`src/rtl/bank_cmd_gate_if.sv`:
```
// Shared encodings for the bank command gate and its request/grant interface.
// The requester (main FSM side) uses the master modport, the gate uses slave.
`ifndef BANK_CMD_GATE_DEFS
`define BANK_CMD_GATE_DEFS
`define FSM_WIDTH1 4
`define BA_BITS 3
`endif

package bank_cmd_gate_pkg;
  localparam int FSM_W = `FSM_WIDTH1;
  localparam int BA_W  = `BA_BITS;

  localparam logic [FSM_W-1:0] FSM_IDLE    = 4'd0;
  localparam logic [FSM_W-1:0] FSM_ACTIVE  = 4'd1;
  localparam logic [FSM_W-1:0] FSM_READ    = 4'd2;
  localparam logic [FSM_W-1:0] FSM_WRITE   = 4'd3;
  localparam logic [FSM_W-1:0] FSM_PRE     = 4'd4;
  localparam logic [FSM_W-1:0] FSM_REFRESH = 4'd5;

  typedef enum logic [2:0] {
    CODE_IDLE                 = 3'd0,
    CODE_ACTIVE_TO_READ_WRITE = 3'd1,
    CODE_READ_TO_PRECHARGE    = 3'd2,
    CODE_WRITE_TO_PRECHARGE   = 3'd3,
    CODE_PRECHARGE_TO_ACTIVE  = 3'd4,
    CODE_PRECHARGE_TO_REFRESH = 3'd5,
    CODE_REFRESH_TO_ACTIVE    = 3'd6,
    CODE_POWER_DOWN           = 3'd7
  } recode_state_t;
endpackage

interface bank_cmd_gate_if;
  import bank_cmd_gate_pkg::*;

  logic             req_valid;
  logic             req_ready;
  logic [FSM_W-1:0] req_cmd;
  logic [BA_W-1:0]  req_bank;
  logic             grant_valid;
  logic [FSM_W-1:0] grant_cmd;
  logic [BA_W-1:0]  grant_bank;

  modport master (
    output req_valid, req_cmd, req_bank,
    input  req_ready, grant_valid, grant_cmd, grant_bank
  );

  modport slave (
    input  req_valid, req_cmd, req_bank,
    output req_ready, grant_valid, grant_cmd, grant_bank
  );
endinterface

```
`src/rtl/bank_cmd_gate.sv`:
```
// Per-bank command-issue gate: checks a request against the bank's recode,
// holds it until the timing counters and refresh allow, then pulses a grant.
//
// state     | meaning
// IDLE      | ready for a request addressed to this bank
// CHECK     | legality of captured command against recode
// WAIT      | stalling on tP / tRAS / refresh, counting stall cycles
// GRANT     | one-cycle issue pulse toward the main FSM
// ERR_ILL   | one-cycle illegal-command pulse
// ERR_TO    | one-cycle timeout pulse
module bank_cmd_gate
  import bank_cmd_gate_pkg::*;
#(
  parameter int BANK_ID  = 0,
  parameter int MAX_WAIT = 255,
  parameter int CNT_W    = 8
) (
  input  logic                clk,
  input  logic                rst,
  bank_cmd_gate_if.slave      bus,
  input  logic [4:0]          tP_ba_counter_i,
  input  logic [5:0]          tRAS_counter_i,
  input  recode_state_t       recode_i,
  input  logic                refresh_flag_i,
  output logic                busy_o,
  output logic                err_illegal_o,
  output logic                err_timeout_o,
  output logic [CNT_W-1:0]    wait_cycles_o
);

  typedef enum logic [2:0] {
    S_IDLE, S_CHECK, S_WAIT, S_GRANT, S_ERR_ILL, S_ERR_TO
  } state_e;

  state_e           state_q, state_d;
  logic [FSM_W-1:0] cmd_q, cmd_d;
  logic [BA_W-1:0]  bank_q, bank_d;
  logic [CNT_W-1:0] cnt_q, cnt_d;
  logic [CNT_W-1:0] cnt_inc;

  logic             grant_valid_q, grant_valid_d;
  logic [FSM_W-1:0] grant_cmd_q, grant_cmd_d;
  logic [BA_W-1:0]  grant_bank_q, grant_bank_d;
  logic             busy_q, busy_d;
  logic             err_ill_q, err_ill_d;
  logic             err_to_q, err_to_d;
  logic [CNT_W-1:0] wait_cycles_q, wait_cycles_d;

  logic req_ready;
  logic legal;
  logic issue_ok;

  assign req_ready = (state_q == S_IDLE) && (bus.req_bank == BA_W'(BANK_ID)) && !refresh_flag_i;

  always_comb begin
    legal = 1'b0;
    case (cmd_q)
      FSM_ACTIVE: legal = recode_i inside {CODE_IDLE, CODE_PRECHARGE_TO_ACTIVE,
                                           CODE_PRECHARGE_TO_REFRESH};
      FSM_READ, FSM_WRITE, FSM_PRE:
        legal = recode_i inside {CODE_ACTIVE_TO_READ_WRITE, CODE_READ_TO_PRECHARGE,
                                 CODE_WRITE_TO_PRECHARGE};
      default: legal = 1'b0;
    endcase
  end

  // READ-after-WRITE is not special-cased: it waits the full tP_ba_counter.
  assign issue_ok = (tP_ba_counter_i == 5'd0) && !refresh_flag_i &&
                    ((cmd_q != FSM_PRE) || (tRAS_counter_i == 6'd0));

  assign cnt_inc = (cnt_q == {CNT_W{1'b1}}) ? cnt_q : cnt_q + CNT_W'(1);

  always_comb begin
    state_d = state_q;
    cmd_d   = cmd_q;
    bank_d  = bank_q;
    cnt_d   = cnt_q;
    case (state_q)
      S_IDLE: begin
        if (bus.req_valid && req_ready) begin
          cmd_d   = bus.req_cmd;
          bank_d  = bus.req_bank;
          state_d = S_CHECK;
        end
      end
      S_CHECK: begin
        if (legal) begin
          cnt_d   = '0;
          state_d = S_WAIT;
        end else begin
          state_d = S_ERR_ILL;
        end
      end
      S_WAIT: begin
        if (issue_ok) begin
          state_d = S_GRANT;
        end else begin
          cnt_d = cnt_inc;
          if (cnt_inc == CNT_W'(MAX_WAIT)) state_d = S_ERR_TO;
        end
      end
      S_GRANT, S_ERR_ILL, S_ERR_TO: state_d = S_IDLE;
      default: state_d = S_IDLE;
    endcase

    // Outputs are registered, decoded from the state being entered.
    grant_valid_d = (state_d == S_GRANT);
    err_ill_d     = (state_d == S_ERR_ILL);
    err_to_d      = (state_d == S_ERR_TO);
    busy_d        = (state_d != S_IDLE);
    grant_cmd_d   = (state_d == S_GRANT) ? cmd_d  : grant_cmd_q;
    grant_bank_d  = (state_d == S_GRANT) ? bank_d : grant_bank_q;
    wait_cycles_d = wait_cycles_q;
    if (state_d == S_GRANT)  wait_cycles_d = cnt_d;
    if (state_d == S_ERR_TO) wait_cycles_d = CNT_W'(MAX_WAIT);
  end

  always_ff @(posedge clk or posedge rst) begin
    if (rst) begin
      state_q       <= S_IDLE;
      cmd_q         <= '0;
      bank_q        <= '0;
      cnt_q         <= '0;
      grant_valid_q <= 1'b0;
      grant_cmd_q   <= '0;
      grant_bank_q  <= '0;
      busy_q        <= 1'b0;
      err_ill_q     <= 1'b0;
      err_to_q      <= 1'b0;
      wait_cycles_q <= '0;
    end else begin
      state_q       <= state_d;
      cmd_q         <= cmd_d;
      bank_q        <= bank_d;
      cnt_q         <= cnt_d;
      grant_valid_q <= grant_valid_d;
      grant_cmd_q   <= grant_cmd_d;
      grant_bank_q  <= grant_bank_d;
      busy_q        <= busy_d;
      err_ill_q     <= err_ill_d;
      err_to_q      <= err_to_d;
      wait_cycles_q <= wait_cycles_d;
    end
  end

  assign bus.req_ready   = req_ready;
  assign bus.grant_valid = grant_valid_q;
  assign bus.grant_cmd   = grant_cmd_q;
  assign bus.grant_bank  = grant_bank_q;
  assign busy_o          = busy_q;
  assign err_illegal_o   = err_ill_q;
  assign err_timeout_o   = err_to_q;
  assign wait_cycles_o   = wait_cycles_q;

endmodule

```
`src/flat_wrapper.sv`:
```
// flat-port wrapper written by rule: the top's interface ports become plain ports
module bank_cmd_gate_flat import bank_cmd_gate_pkg::*;
#(
  parameter int BANK_ID  = 0,
  parameter int MAX_WAIT = 255,
  parameter int CNT_W    = 8
)
  (clk, rst, tP_ba_counter_i, tRAS_counter_i, recode_i, refresh_flag_i, busy_o, err_illegal_o, err_timeout_o, wait_cycles_o, bus_req_valid, bus_req_cmd, bus_req_bank, bus_req_ready, bus_grant_valid, bus_grant_cmd, bus_grant_bank);
  bank_cmd_gate_if bus_i ();
  input  logic clk;
  input  logic rst;
  input  logic [4:0] tP_ba_counter_i;
  input  logic [5:0] tRAS_counter_i;
  input  recode_state_t recode_i;
  input  logic refresh_flag_i;
  output logic busy_o;
  output logic err_illegal_o;
  output logic err_timeout_o;
  output logic [CNT_W-1:0] wait_cycles_o;
  input wire logic [$bits(bus_i.req_valid)-1:0] bus_req_valid;
  input wire logic [$bits(bus_i.req_cmd)-1:0] bus_req_cmd;
  input wire logic [$bits(bus_i.req_bank)-1:0] bus_req_bank;
  output wire logic [$bits(bus_i.req_ready)-1:0] bus_req_ready;
  output wire logic [$bits(bus_i.grant_valid)-1:0] bus_grant_valid;
  output wire logic [$bits(bus_i.grant_cmd)-1:0] bus_grant_cmd;
  output wire logic [$bits(bus_i.grant_bank)-1:0] bus_grant_bank;
  assign bus_i.req_valid = bus_req_valid;
  assign bus_i.req_cmd = bus_req_cmd;
  assign bus_i.req_bank = bus_req_bank;
  assign bus_req_ready = bus_i.req_ready;
  assign bus_grant_valid = bus_i.grant_valid;
  assign bus_grant_cmd = bus_i.grant_cmd;
  assign bus_grant_bank = bus_i.grant_bank;
  bank_cmd_gate #(.BANK_ID(BANK_ID), .MAX_WAIT(MAX_WAIT), .CNT_W(CNT_W)) u_core (.clk(clk), .rst(rst), .bus(bus_i), .tP_ba_counter_i(tP_ba_counter_i), .tRAS_counter_i(tRAS_counter_i), .recode_i(recode_i), .refresh_flag_i(refresh_flag_i), .busy_o(busy_o), .err_illegal_o(err_illegal_o), .err_timeout_o(err_timeout_o), .wait_cycles_o(wait_cycles_o));
endmodule
```
`config.mk`:
```
export PLATFORM = sky130hd
export DESIGN_NAME = bank_cmd_gate_flat
export DESIGN_NICKNAME = d
export VERILOG_FILES = /design/src/rtl/bank_cmd_gate_if.sv /design/src/rtl/bank_cmd_gate.sv /design/src/flat_wrapper.sv
export SDC_FILE = /design/constraint.sdc
export NUM_CORES = 1
export LEC_CHECK = 0
export ABC_AREA = 1
export BUFFER_PORTS_ARGS = -buffer_cell sky130_fd_sc_hd__buf_4
export CORE_ASPECT_RATIO = 0.9
export CORE_MARGIN = 3
export CORE_UTILIZATION = 55
export CTS_CLUSTER_SIZE = 8
export DETAILED_ROUTE_END_ITERATION = 12
export PLACE_DENSITY = 0.81
export SLEW_MARGIN = 20
export SYNTH_ARGS = -nofsm -noshare
export SYNTH_HDL_FRONTEND = slang
export SYNTH_SLANG_ARGS = --single-unit
```
`constraint.sdc`:
```
create_clock -name clk -period 3.9 [get_ports clk]
set_input_delay 0 -clock clk [delete_from_list [all_inputs] [get_ports clk]]
set_output_delay 0 -clock clk [all_outputs]
set_load 0.01 [all_outputs]
```
==> key figures <==
Outcome
  • Outcome: finished, final reports clean

STA
  • Actual slew at the worst max-slew pin: 442 ps
  • Clock Skews: 6.53 ps
  • Clock period minus worst slack: 1930 ps
  • Fin Setup TNS: 0 ps
  • Final setup vio count: 0
  • Slew margin rel.: 70.6%
  • Pins Over Slew Limit: 0
  • Tcrit/Tclk final: 49.4%
  • Unrepaired setup endpoints after global routing: false
  • Final worst slack: 1970 ps
  • Hold Violations, Final: 0
  • FMAX: 519 MHz
  • Min Hold Slack: 11.7 ps

Yosys
  • Netlist cell types: 33
  • Top cell type's share of synthesized area: 47.6%
  • Post-synthesis sequential area ratio: 47.6%
  • Top cells by area, synth: dfrtp_1, nand2_1, inv_1, nand3_1, nor2_1
  • Asr flop ratio synth: 100%
  • Main synth FF type: dfrtp_1
  • Synth Area per Inst: 8.14 um^2
  • Syn nets: 265
  • Yosys reg bits: 37
  • Syn. warnings: 0
  • Number of synthesized flops with an enable pin: 0
  • Synthesized area: 0.00194 mm^2
  • Cells after synthesis: 239
  • Cell taking the most area after synthesis: dfrtp_1

Finish
  • Layout cells sized above 1: 28.2%
  • Fin area: 0.00245 mm^2
  • FF/Latch Area: 926 um^2
  • Most common cell after layout, fill and taps aside: nand2_1
  • Most frequent cells in the layout: nand2_1, buf_4, dfrtp_1, inv_1, nor2_1
  • Area growth, synth to finish: 26.1%
  • Multi-input gate area: 877 um^2
  • FILL cells: 257
  • Nets: 319
  • Final core utilization: 76.4%
  • Layout Cells excl Fill: 336
  • Diode count: 0

Placed design
  • Setup WS pre-CTS: 2050 ps
  • Placed Cells: 323
  • Placed Area: 0.00231 mm^2
  • Port Buffers: 44
  • Gpl congestion: 0.877
  • DP Wirelength: 3.30 mm

Clock network
  • H-tree Lvls: 2
  • # resized after CTS: 0
  • Setup bufs post-CTS: 0
  • CTS tree: built
  • Clock Sinks: 37
  • Skew-Pair Late Insertion Delay: 300 ps
  • CTS Buf Count: 5
  • CTS root buf: clkbuf_8
  • Clock slew at reported path FFs: 80 ps
  • Clock buffer depth: 2

Critical path
  • Reg-to-reg slack, setup: 1970 ps
  • Critical path endpoint category: flip-flop
  • Worst Path Max Fanout: 6
  • WS Path Type: flip-flop to flip-flop
  • Worst Setup Start Kind: flip-flop
  • CP Launch Point: u_core.cnt_q[0]
  • Worst R2R Path Depth: 10
  • CP arrival: 2110 ps
  • Worst r2r dst: u_core.busy_o
  • Worst EP required: 4080 ps
  • Worst reg2reg path startpoint: u_core.cnt_q[0]

Power and ir drop
  • Max IR drop VDD: 441 uV
  • Pwr Density: 489 mW/mm^2
  • Design Power: 1.20 mW
  • Leakage: 1.31 nW

Drt
  • DR vias/cell: 5.08
  • Vias: 1708
  • DR WL/cell: 13.6 um
  • Routed wire length: 4.58 mm
  • Drt pass-1 iters: 5
  • Final ANT Viol Nets: 0
  • Initial drt markers: 108
  • DRC viols: 0

Global routing
  • Largest net degree at the start of global routing: 38
  • Antenna violations before repair: 0
  • First-pass GRT wire length: 7.63 mm
  • Overflow after GRT: 0
  • Vias in the first global route: 1616
  • Gr usage total: 24.2%

Floorplanning
  • Core box area: 0.00321 mm^2
  • Io pins: 45
  • DIE WIDTH: 68.7 um
  • Initial Util: 60.6%
  • Chip height: 62.4 um
  • Die Footprint: 0.00429 mm^2
  • # rows: 19

Hold path
  • Hold EP: u_core.cmd_q[0]
  • HP Class: primary input to flip-flop
  • Hold Crit Start: bus_req_valid
  • Cell count of the worst hold path: 3

Job
  • Max Cap Viol: 0
repair_timing:
item,4_1_cts,5_1_grt
hold buffers,5,0
setup endpoints to repair,0,0
endpoints found under the hold margin,40,0
logic make-up after synthesis:
logic type / count (synthesis) / synth area share, %
xor+xnor: 2 / 0.901
flops: 37 / 47.6
compound gates: 21 / 5.86
fa+ha+maj: 1 / 0.643
buf+inv: 33 / 7.27
simple gates: 145 / 37.7
worst max-delay path by stage:
stage,end,slack [ps],cells after the start
after floorplan,u_core.busy_o,2290,10
after global placement,u_core.wait_cycles_o[6],2070,11
after detailed placement,u_core.busy_o,2050,10
after CTS,u_core.wait_cycles_o[6],2020,11
after global routing,u_core.busy_o,1800,10
final,u_core.busy_o,1970,10
cells in the mapped netlist (2+ instances only):
| cell | count |
|---|---|
| nand3_1 | 16 |
| dfrtp_1 | 37 |
| nor2_8 | 2 |
| nand2_1 | 74 |
| nand3b_1 | 2 |
| nand4_1 | 2 |
| nor2_2 | 3 |
| o21ai_1 | 3 |
| nor3_1 | 6 |
| nor2_4 | 3 |
| inv_4 | 2 |
| nand2_2 | 8 |
| nand3_2 | 4 |
| inv_1 | 24 |
| nor2_1 | 19 |
| inv_2 | 4 |
| a21oi_1 | 2 |
| o21ai_0 | 13 |
sequential cells by signal (all words and copies together), names as in the netlist:
register / cells
u_core.bank_q: 3
u_core.bus.grant_bank: 3
u_core.bus.grant_cmd: 4
u_core.bus.grant_valid: 1
u_core.busy_o: 1
u_core.cmd_q: 4
u_core.cnt_q: 8
u_core.err_illegal_o: 1
u_core.err_timeout_o: 1
u_core.state_q: 3
u_core.wait_cycles_o: 8
layer usage:
layer  track usage, %  up-vias  part of all wire [%]
met4             5.96        0                   1.0
li1                 -      863                     -
met5                0        -                     0
met3             7.55        6                   7.4
met2             35.5       59                    46
met1             34.6      780                    45
critical path: stages (launching register included):
cell	delay (ps)
dfrtp_1	440
ha_1	270
inv_1	70
nor2_2	190
nand2_2	130
nand2_1	140
nand3_2	100
nor2_4	130
nand2_1	80
a21oi_2	160
nand3_1	100
area by class of cell:
type	count	share of cell area [%]
Timing Repair Buffer	50	15.8
Sequential cell	37	37.8
Clock buffer	5	2.81
Multi-Input combinational cell	169	35.8
Clock inverter	3	0.918
Inverter	30	4.80
Tap cell	42	2.14
where the power goes:
part           internal (mW)  switching [mW]  total, mW  leakage (nW)
sequential             0.458          0.0760      0.534         0.498
clock                  0.126           0.143      0.270        0.0481
combinational          0.155           0.242      0.397         0.762
total                  0.739           0.462       1.20          1.31
Power figures use the tool's default switching activity.
